===== config.mk =====
export PLATFORM = sky130hd
export DESIGN_NAME = muldiv_unit
export DESIGN_NICKNAME = d
export VERILOG_FILES = /design/src/rtl/muldiv_unit.sv
export SDC_FILE = /design/constraint.sdc
export NUM_CORES = 1
export LEC_CHECK = 0
export CAP_MARGIN = 40
export CORE_MARGIN = 2
export CORE_UTILIZATION = 60
export CTS_BUF_LIST = sky130_fd_sc_hd__clkbuf_2 sky130_fd_sc_hd__clkbuf_4 sky130_fd_sc_hd__clkbuf_8
export DETAILED_ROUTE_END_ITERATION = 10
export GPL_TIMING_DRIVEN = 0
export PLACE_DENSITY = 0.81
export SYNTH_ARGS = -nofsm -noshare
export SYNTH_HDL_FRONTEND = slang
export SYNTH_SLANG_ARGS = --single-unit

===== constraint.sdc =====
create_clock -name clk -period 7.34 [get_ports clk]
set_input_delay 2.202 -clock clk [delete_from_list [all_inputs] [get_ports clk]]
set_output_delay 2.202 -clock clk [all_outputs]
set_load 0.02 [all_outputs]

===== src/rtl/muldiv_unit.sv =====
// Iterative RV32M multiply/divide unit: shift-add multiply and restoring divide on
// operand magnitudes, BITS_PER_CYCLE bits per iteration, with a valid/ready response.
module muldiv_unit #(
    parameter int XLEN           = 32,
    parameter int BITS_PER_CYCLE = 1
) (
    input  logic            clk,
    input  logic            rst,
    input  logic            req_valid,
    output logic            req_ready,
    input  logic [2:0]      req_op,
    input  logic [XLEN-1:0] req_a,
    input  logic [XLEN-1:0] req_b,
    input  logic [4:0]      req_rd,
    input  logic            flush,
    output logic            resp_valid,
    input  logic            resp_ready,
    output logic [XLEN-1:0] resp_data,
    output logic [4:0]      resp_rd,
    output logic            busy
);

    localparam int L  = XLEN / BITS_PER_CYCLE;
    localparam int CW = $clog2(L + 1);
    localparam logic [CW-1:0] LAST = CW'(L - 1);

    localparam logic [2:0] OP_MUL    = 3'b000;
    localparam logic [2:0] OP_MULH   = 3'b001;
    localparam logic [2:0] OP_MULHSU = 3'b010;
    localparam logic [2:0] OP_MULHU  = 3'b011;
    localparam logic [2:0] OP_DIV    = 3'b100;
    localparam logic [2:0] OP_DIVU   = 3'b101;
    localparam logic [2:0] OP_REM    = 3'b110;

    typedef enum logic [1:0] {IDLE, BUSY, DONE} state_t;

    state_t              state_q, state_d;
    logic [2:0]          op_q, op_d;
    logic [4:0]          rd_q, rd_d;
    logic [2*XLEN-1:0]   prod_q, prod_d, prod_step;
    logic [XLEN-1:0]     mcand_q, mcand_d;
    logic [XLEN-1:0]     res_q, res_d;
    logic                neg_q, neg_d;
    logic [CW-1:0]       cnt_q, cnt_d;

    logic                a_signed, b_signed, a_neg, b_neg, div_zero, div_ovf;
    logic [XLEN-1:0]     mag_a, mag_b;

    function automatic logic [XLEN-1:0] neg_if(input logic [XLEN-1:0] v, input logic n);
        return n ? -v : v;
    endfunction

    function automatic logic [2*XLEN-1:0] neg2_if(input logic [2*XLEN-1:0] v, input logic n);
        return n ? -v : v;
    endfunction

    // prod holds {high, low} of the product, or {remainder, quotient} for divides.
    function automatic logic [XLEN-1:0] result_sel(input logic [2:0] op,
                                                   input logic [2*XLEN-1:0] p,
                                                   input logic n);
        logic [2*XLEN-1:0] prod;
        prod = neg2_if(p, n);
        case (op)
            OP_MUL:                       return prod[XLEN-1:0];
            OP_MULH, OP_MULHSU, OP_MULHU: return prod[2*XLEN-1:XLEN];
            OP_DIV, OP_DIVU:              return neg_if(p[XLEN-1:0], n);
            default:                      return neg_if(p[2*XLEN-1:XLEN], n);
        endcase
    endfunction

    always_comb begin
        a_signed = req_op inside {OP_MULH, OP_MULHSU, OP_DIV, OP_REM};
        b_signed = req_op inside {OP_MULH, OP_DIV, OP_REM};
        a_neg    = a_signed & req_a[XLEN-1];
        b_neg    = b_signed & req_b[XLEN-1];
        mag_a    = neg_if(req_a, a_neg);
        mag_b    = neg_if(req_b, b_neg);
        div_zero = req_op[2] && (req_b == '0);
        div_ovf  = req_op[2] && !req_op[0] && (req_b == '1) &&
                   (req_a == {1'b1, {(XLEN-1){1'b0}}});
    end

    always_comb begin
        logic [XLEN:0] part;
        prod_step = prod_q;
        part      = '0;
        for (int i = 0; i < BITS_PER_CYCLE; i++) begin
            if (op_q[2]) begin
                part = {prod_step[2*XLEN-1:XLEN], prod_step[XLEN-1]};
                if (part >= {1'b0, mcand_q}) begin
                    part      = part - {1'b0, mcand_q};
                    prod_step = {part[XLEN-1:0], prod_step[XLEN-2:0], 1'b1};
                end else begin
                    prod_step = {part[XLEN-1:0], prod_step[XLEN-2:0], 1'b0};
                end
            end else begin
                part      = {1'b0, prod_step[2*XLEN-1:XLEN]} +
                            (prod_step[0] ? {1'b0, mcand_q} : '0);
                prod_step = {part, prod_step[XLEN-1:1]};
            end
        end
    end

    always_comb begin
        state_d = state_q;
        op_d    = op_q;
        rd_d    = rd_q;
        prod_d  = prod_q;
        mcand_d = mcand_q;
        res_d   = res_q;
        neg_d   = neg_q;
        cnt_d   = cnt_q;
        case (state_q)
            IDLE: begin
                if (req_valid) begin
                    op_d    = req_op;
                    rd_d    = req_rd;
                    cnt_d   = '0;
                    neg_d   = (req_op[2] & req_op[1]) ? a_neg : (a_neg ^ b_neg);
                    prod_d  = {{XLEN{1'b0}}, (req_op[2] ? mag_a : mag_b)};
                    mcand_d = req_op[2] ? mag_b : mag_a;
                    if (div_zero) begin
                        res_d   = req_op[1] ? req_a : '1;
                        state_d = DONE;
                    end else if (div_ovf) begin
                        res_d   = req_op[1] ? '0 : req_a;
                        state_d = DONE;
                    end else begin
                        state_d = BUSY;
                    end
                end
            end
            BUSY: begin
                prod_d = prod_step;
                cnt_d  = cnt_q + CW'(1);
                if (cnt_q == LAST) begin
                    res_d   = result_sel(op_q, prod_step, neg_q);
                    state_d = DONE;
                end
            end
            DONE: begin
                if (resp_ready) state_d = IDLE;
            end
            default: state_d = IDLE;
        endcase
        // flush overrides acceptance, iteration and the response handshake alike
        if (flush) state_d = IDLE;
    end

    always_ff @(posedge clk or negedge rst) begin
        if (!rst) begin
            state_q <= IDLE;
            op_q    <= '0;
            rd_q    <= '0;
            prod_q  <= '0;
            mcand_q <= '0;
            res_q   <= '0;
            neg_q   <= 1'b0;
            cnt_q   <= '0;
        end else begin
            state_q <= state_d;
            op_q    <= op_d;
            rd_q    <= rd_d;
            prod_q  <= prod_d;
            mcand_q <= mcand_d;
            res_q   <= res_d;
            neg_q   <= neg_d;
            cnt_q   <= cnt_d;
        end
    end

    assign req_ready  = (state_q == IDLE);
    assign busy       = (state_q != IDLE);
    assign resp_valid = (state_q == DONE);
    assign resp_data  = resp_valid ? res_q : '0;
    assign resp_rd    = resp_valid ? rd_q : '0;

endmodule


# Yosys cells after proc, flatten, opt, wreduce, memory -nomap -nowiden
# Cells that the tools add are included.
[totals]
reg_bits = 145
in_bits = 77
output_inout_bits = 40
elab_cells = 91
[op_classes]
addsub = 8
order_cmp = 1
eq_ne = 20
n_mux = 32
bitwise = 4
reduce_logical = 18
[op_table]
columns = ["operator", "n"]
rows = [
  ["$mux W32", 14],
  ["$mux W64", 4],
  ["$neg A32 Y32", 4],
  ["$pmux W64 S2", 1],
  ["$pmux W32 S3", 1],
  ["$eq A32 B32 Y1 const B", 2],
  ["$neg A64 Y64", 1],
  ["$pmux W32 S2", 1],
  ["$add A32 B32 Y33", 1],
  ["$ge A33 B32 Y1", 1],
  ["$logic_not A32 Y1", 1],
  ["$sub A32 B32 Y32", 1],
  ["$eq A3 B3 Y1 const B", 4],
  ["$mux W2", 6],
  ["$pmux W6 S2", 1],
  ["$eq A3 B2 Y1 const B", 3],
  ["$add A6 B1 Y6 const B", 1],
  ["$eq A3 B1 Y1 const B", 2],
  ["$eq A6 B5 Y1 const B", 1],
  ["$mux W6", 1],
  ["$ne A3 B2 Y1 const B", 2],
  ["$pmux W2 S3", 1],
  ["$mux W5", 1],
  ["$logic_and A1 B1 Y1", 4],
  ["other kinds (19)", 24],
]

# Longest topological paths before layout
[depth]
depth_word = 9
ltp_mapped = 23
depth_no_buf = 20

# Worst setup path after synthesis
# No wires, ideal clock.
[synth_path]
path_kind = "in2reg"
start = "input req_b[18]"
end = "register res_q[19]"
setup_time_ns = 0.126
arrival_time_ns = 5.111
required_time_ns = 7.214
path_slack_ns = 2.103
stages = 13
n_path_buf = 0
cell_sequence = "or4_1 -> nor4_1 -> nand2b_1 -> or4_1 -> or2_1 -> nand2b_1 -> nor4_4 -> a211o_1 -> nand2_1 -> nor2_1 -> o221ai_1 -> a221oi_1 -> nor2_1"
[synth_via]
elab_chain_len = 5
word_cells_on_any_way = 10
cone_classes = "eq/ne: 2; mux: 3; reduce/logical: 5"
[synth_rtl]
columns = ["item", "line", "source"]
rows = [
  ["from (decl)", "13", "input logic [XLEN-1:0] req_b,"],
  ["$eq A32 B32 Y1 / $logic_not A32 Y1 (equally long branches)", "79, 78", ""],
  ["$logic_and A1 B1 Y1 (on tied branches)", "79, 78", ""],
  ["$logic_and A1 B1 Y1 / $mux W32 (equally long branches)", "79, 122", ""],
  ["$ne A3 B1 Y1 (no line) / $mux W32 (equally long branches)", "--", ""],
  ["$reduce_and A4 Y1 (no line) / $pmux W32 S2 (equally long branches)", "--", ""],
  ["to (signal assigned)", "166", "res_q <= res_d;"],
  ["to (decl)", "42", "logic [XLEN-1:0] res_q, res_d;"],
]
# Parallel ways exist; a longest one is shown, timed or not. The select of a mux whose other input is x is not followed.
# A chain may end at the register's enable or synchronous reset.

# Final worst setup path
[layout_path]
start = "register mcand_q[24]"
end = "register res_q[30]"
[layout_via]
elab_chain_len = 8
word_cells_on_any_way = 15
cone_classes = "add/sub: 5; order compare: 1; mux: 9"
[layout_rtl]
columns = ["item", "line", "source"]
rows = [
  ["from (decl)", "41", "logic [XLEN-1:0] mcand_q, mcand_d;"],
  ["from (signal assigned)", "165", "mcand_q <= mcand_d;"],
  ["$mux W32 (tied with other cells)", "98", "(prod_step[0] ? {1'b0, mcand_q} : '0);"],
  ["$add A32 B32 Y33 / $mux W64 (equally long branches)", "97, 90", ""],
  ["$mux W64 (*)", "88", "if (op_q[2]) begin"],
  ["$neg A64 Y64 / $neg A32 Y32 (equally long branches)", "54, 50", ""],
  ["$mux W64 / $mux W32 (equally long branches)", "54, 50", ""],
  ["$pmux W32 S3 (*)", "63", "case (op)"],
  ["$mux W32 (*)", "136", "if (cnt_q == LAST) begin"],
  ["$pmux W32 S2 (*)", "113", "case (state_q)"],
]
# Mark *: on every way between the ends. The rest lies on a longest branch, timed or not. The select of a mux whose other input is x is not followed.

==> flow_summary.toml <==
[outcome]
status = "finished, final reports clean"

[yosys]
synth_warnings = 0
ys_ff_latch = 145
syn_area_sq_um = 16800
synth_nets = 2438
syn_inst = 2289
async_flop_share = 1.00
yosysTopAreaCell = "dfrtp_1"
ys_top_cells_by_area = "dfrtp_1, a21oi_1, nand2_1, o21ai_0, ha_1"
netlist.area_leader.share = 0.216
yosysSeqAreaShare = 0.216
ys.flop_type = "dfrtp_1"
syn_avg_cell_area_sq_um = 7.36
synth_edf_count = 0
ys_types = 110

[power]
seqPwrFrac = 0.193
clockPowerShare = 0.097
p_leak_nw = 7.69
power.share.combinational = 0.710
p_int_mw = 3.08
switchingPower_mw = 4.15
vdd_ir_drop_max_mv = 0.186
p_sw_frac = 0.574
power.density_nw_per_um2 = 382

[clock_network]
postCtsHoldBufs = 0
cts_tree = "done"
cts.sinks = 145
path_clk_slew_ps = 110
cts_buffers = 17
cts_setup_buffers = 0
cts_root_buffer = "clkbuf_8"
htree_levels = 4
cts-resized-gates = 0
cts_buffer_depth = 2
clk-insertion-delay-late_ps = 540

[grt]
antenna_found_initial = 1
grt_pass1_wl_mm = 111
grt_max_degree = 83
overflow = 0
grt_pass1_vias = 18100
grt_use_total = 0.508

[routing]
drt_pass1_iterations = 11
vias = 20100
drt-initial-drc-count = 3547
viasPerCell = 7.12
drc = 0
wl_per_cell_um = 26.8
totalWireLength_mm = 75.6
ant_nets = 0

[finish]
nets = 2578
layout-drive-gt1-share = 0.0700
final_cell_mix = "nand2_1, nor2_1, a21oi_1"
final_common_cell = "nand2_1"
fillers = 2345
area_growth_pct = 12.5
final_util = 0.684

[floorplanning]
io_pins = 117
num_rows = 61
die-area_sq_um = 29400
die_x_um = 172
die_y_um = 172
initial_core_util = 0.608
core_area_sq_um = 27700

[setup_path]
worst_setup_path_start_kind = "flop"
critPathMaxFanout = 10
cp-end-kind = "flop"
path_class = "reg -> reg"
cp.required_ps = 7760
arrival_ps = 7120

[sta]
setup-violations-final = 0
setup_tns_ps = 0
slew_violations = 0
min_period_ps = 6700
finalHoldViolations = 0
setup_ws_ps = 645
rsz0062_at_grt = "false"
fmax_mhz = 149
relSlewSlack = 0.321
fin_skew_ps = 27.7
worstMarginPinSlew_ps = 1010
fin_crit_sh = 0.912

[placed_design]
dp_hpwl_mm = 59.9
dpl_worst_slack_ps = 520
port_buffers = 113
place_congestion = 1.14

[flow_run]
maxCapViolCount = 0

[worst_hold_path]
hold_class = "reg -> reg"
-- final timing paths --
path                       slack [ps]         from           to  cells after the start
setup reg to reg                  640  mcand_q[24]    res_q[30]                     22
max in group asynchronous        4820          rst  mcand_q[14]                      2
hold reg to reg                   500    res_q[22]    res_q[22]                      2
hold / removal                    500    res_q[22]    res_q[22]                      2
setup / recovery                  640  mcand_q[24]    res_q[30]                     22
min in group asynchronous        1650          rst   prod_q[53]                      1
-- through the flow --
step / std cells / area (sq um) / power [mW] / hold WS, ps
5_1_grt: 2820 / 18900 / 7.51 / 528
3_3_place_gp: 2780 / 18400 / 6.05 / 466
6_report: 2824 / 18900 / 7.23 / 498
4_1_cts: 2817 / 18900 / 6.87 / 491
3_5_place_dp: 2785 / 18500 / 6.17 / 469
2_1_floorplan: 2289 / 16800 / 4.64 / 441
-- kinds of logic after synthesis --
group | share of synthesized area
xor+xnor | 0.0869
buf+inv | 0.0542
mux | 0.0383
simple gates | 0.248
fa+ha+maj | 0.0544
compound gates | 0.303
flops | 0.216
-- flip-flops by register name, indices dropped and copies added (netlist names) --
name	flops
op_q	3
neg_q	1
res_q	32
state_q	2
rd_q	5
cnt_q	6
mcand_q	32
prod_q	64
-- power groups by stage --
stage | clock [mW] | sequential, mW | combinational [mW]
after floorplan | 0 | 1.23 | 3.40
after global placement | 0 | 1.36 | 4.69
after detailed placement | 0 | 1.37 | 4.80
after CTS | 0.688 | 1.36 | 4.83
after global routing | 0.719 | 1.40 | 5.38
final | 0.701 | 1.39 | 5.13
-- routing by layer --
metal  global-route usage  vias up  wire length (um)
met5              0.00696        -                57
met4                0.292        2              5620
met3                0.197      419             11300
met2                0.741     1661             31000
met1                0.637     9388             27600
li1                     -     8626                 -
-- synthesized netlist by cell type, types with 42 or more instances --
cell	count
mux2i_1	45
dfrtp_1	145
ha_1	70
o21ai_0	201
clkbuf_1	89
xor2_1	69
nand2_1	271
inv_1	77
a21oi_1	210
and2_1	87
xnor2_1	98
nor3_1	42
nor2_1	232
-- final cells by class --
class	count	area (sq um)	share of cell area
multi-input combinational	1925	12300	0.649
buffer	141	619	0.0327
tap	378	473	0.0250
antenna	4	10.0	0.000529
sequential	145	3630	0.192
timing repair buffer	121	1220	0.0642
clock inverter	14	154	0.00813
clock buffer	18	248	0.0131
inverter	78	293	0.0155
-- critical path: stages (launching register included) --
cell and delay (ps):
dfrtp_1 520, inv_1 90, ha_1 300, buf_2 180, a21oi_1 200, o21ai_0 170
a31oi_1 350, nor2_1 240, a2111oi_4 660, or2_2 210, clkbuf_1 240, ha_1 370
nand4_2 200, or3_1 520, or2_1 330, or3_1 350, buf_2 200, nor3_2 120
nand4_1 220, or4_1 490, mux2i_1 140, o311a_1 160, a221oi_1 290
Note: power is estimated with default switching activity, not from simulation.
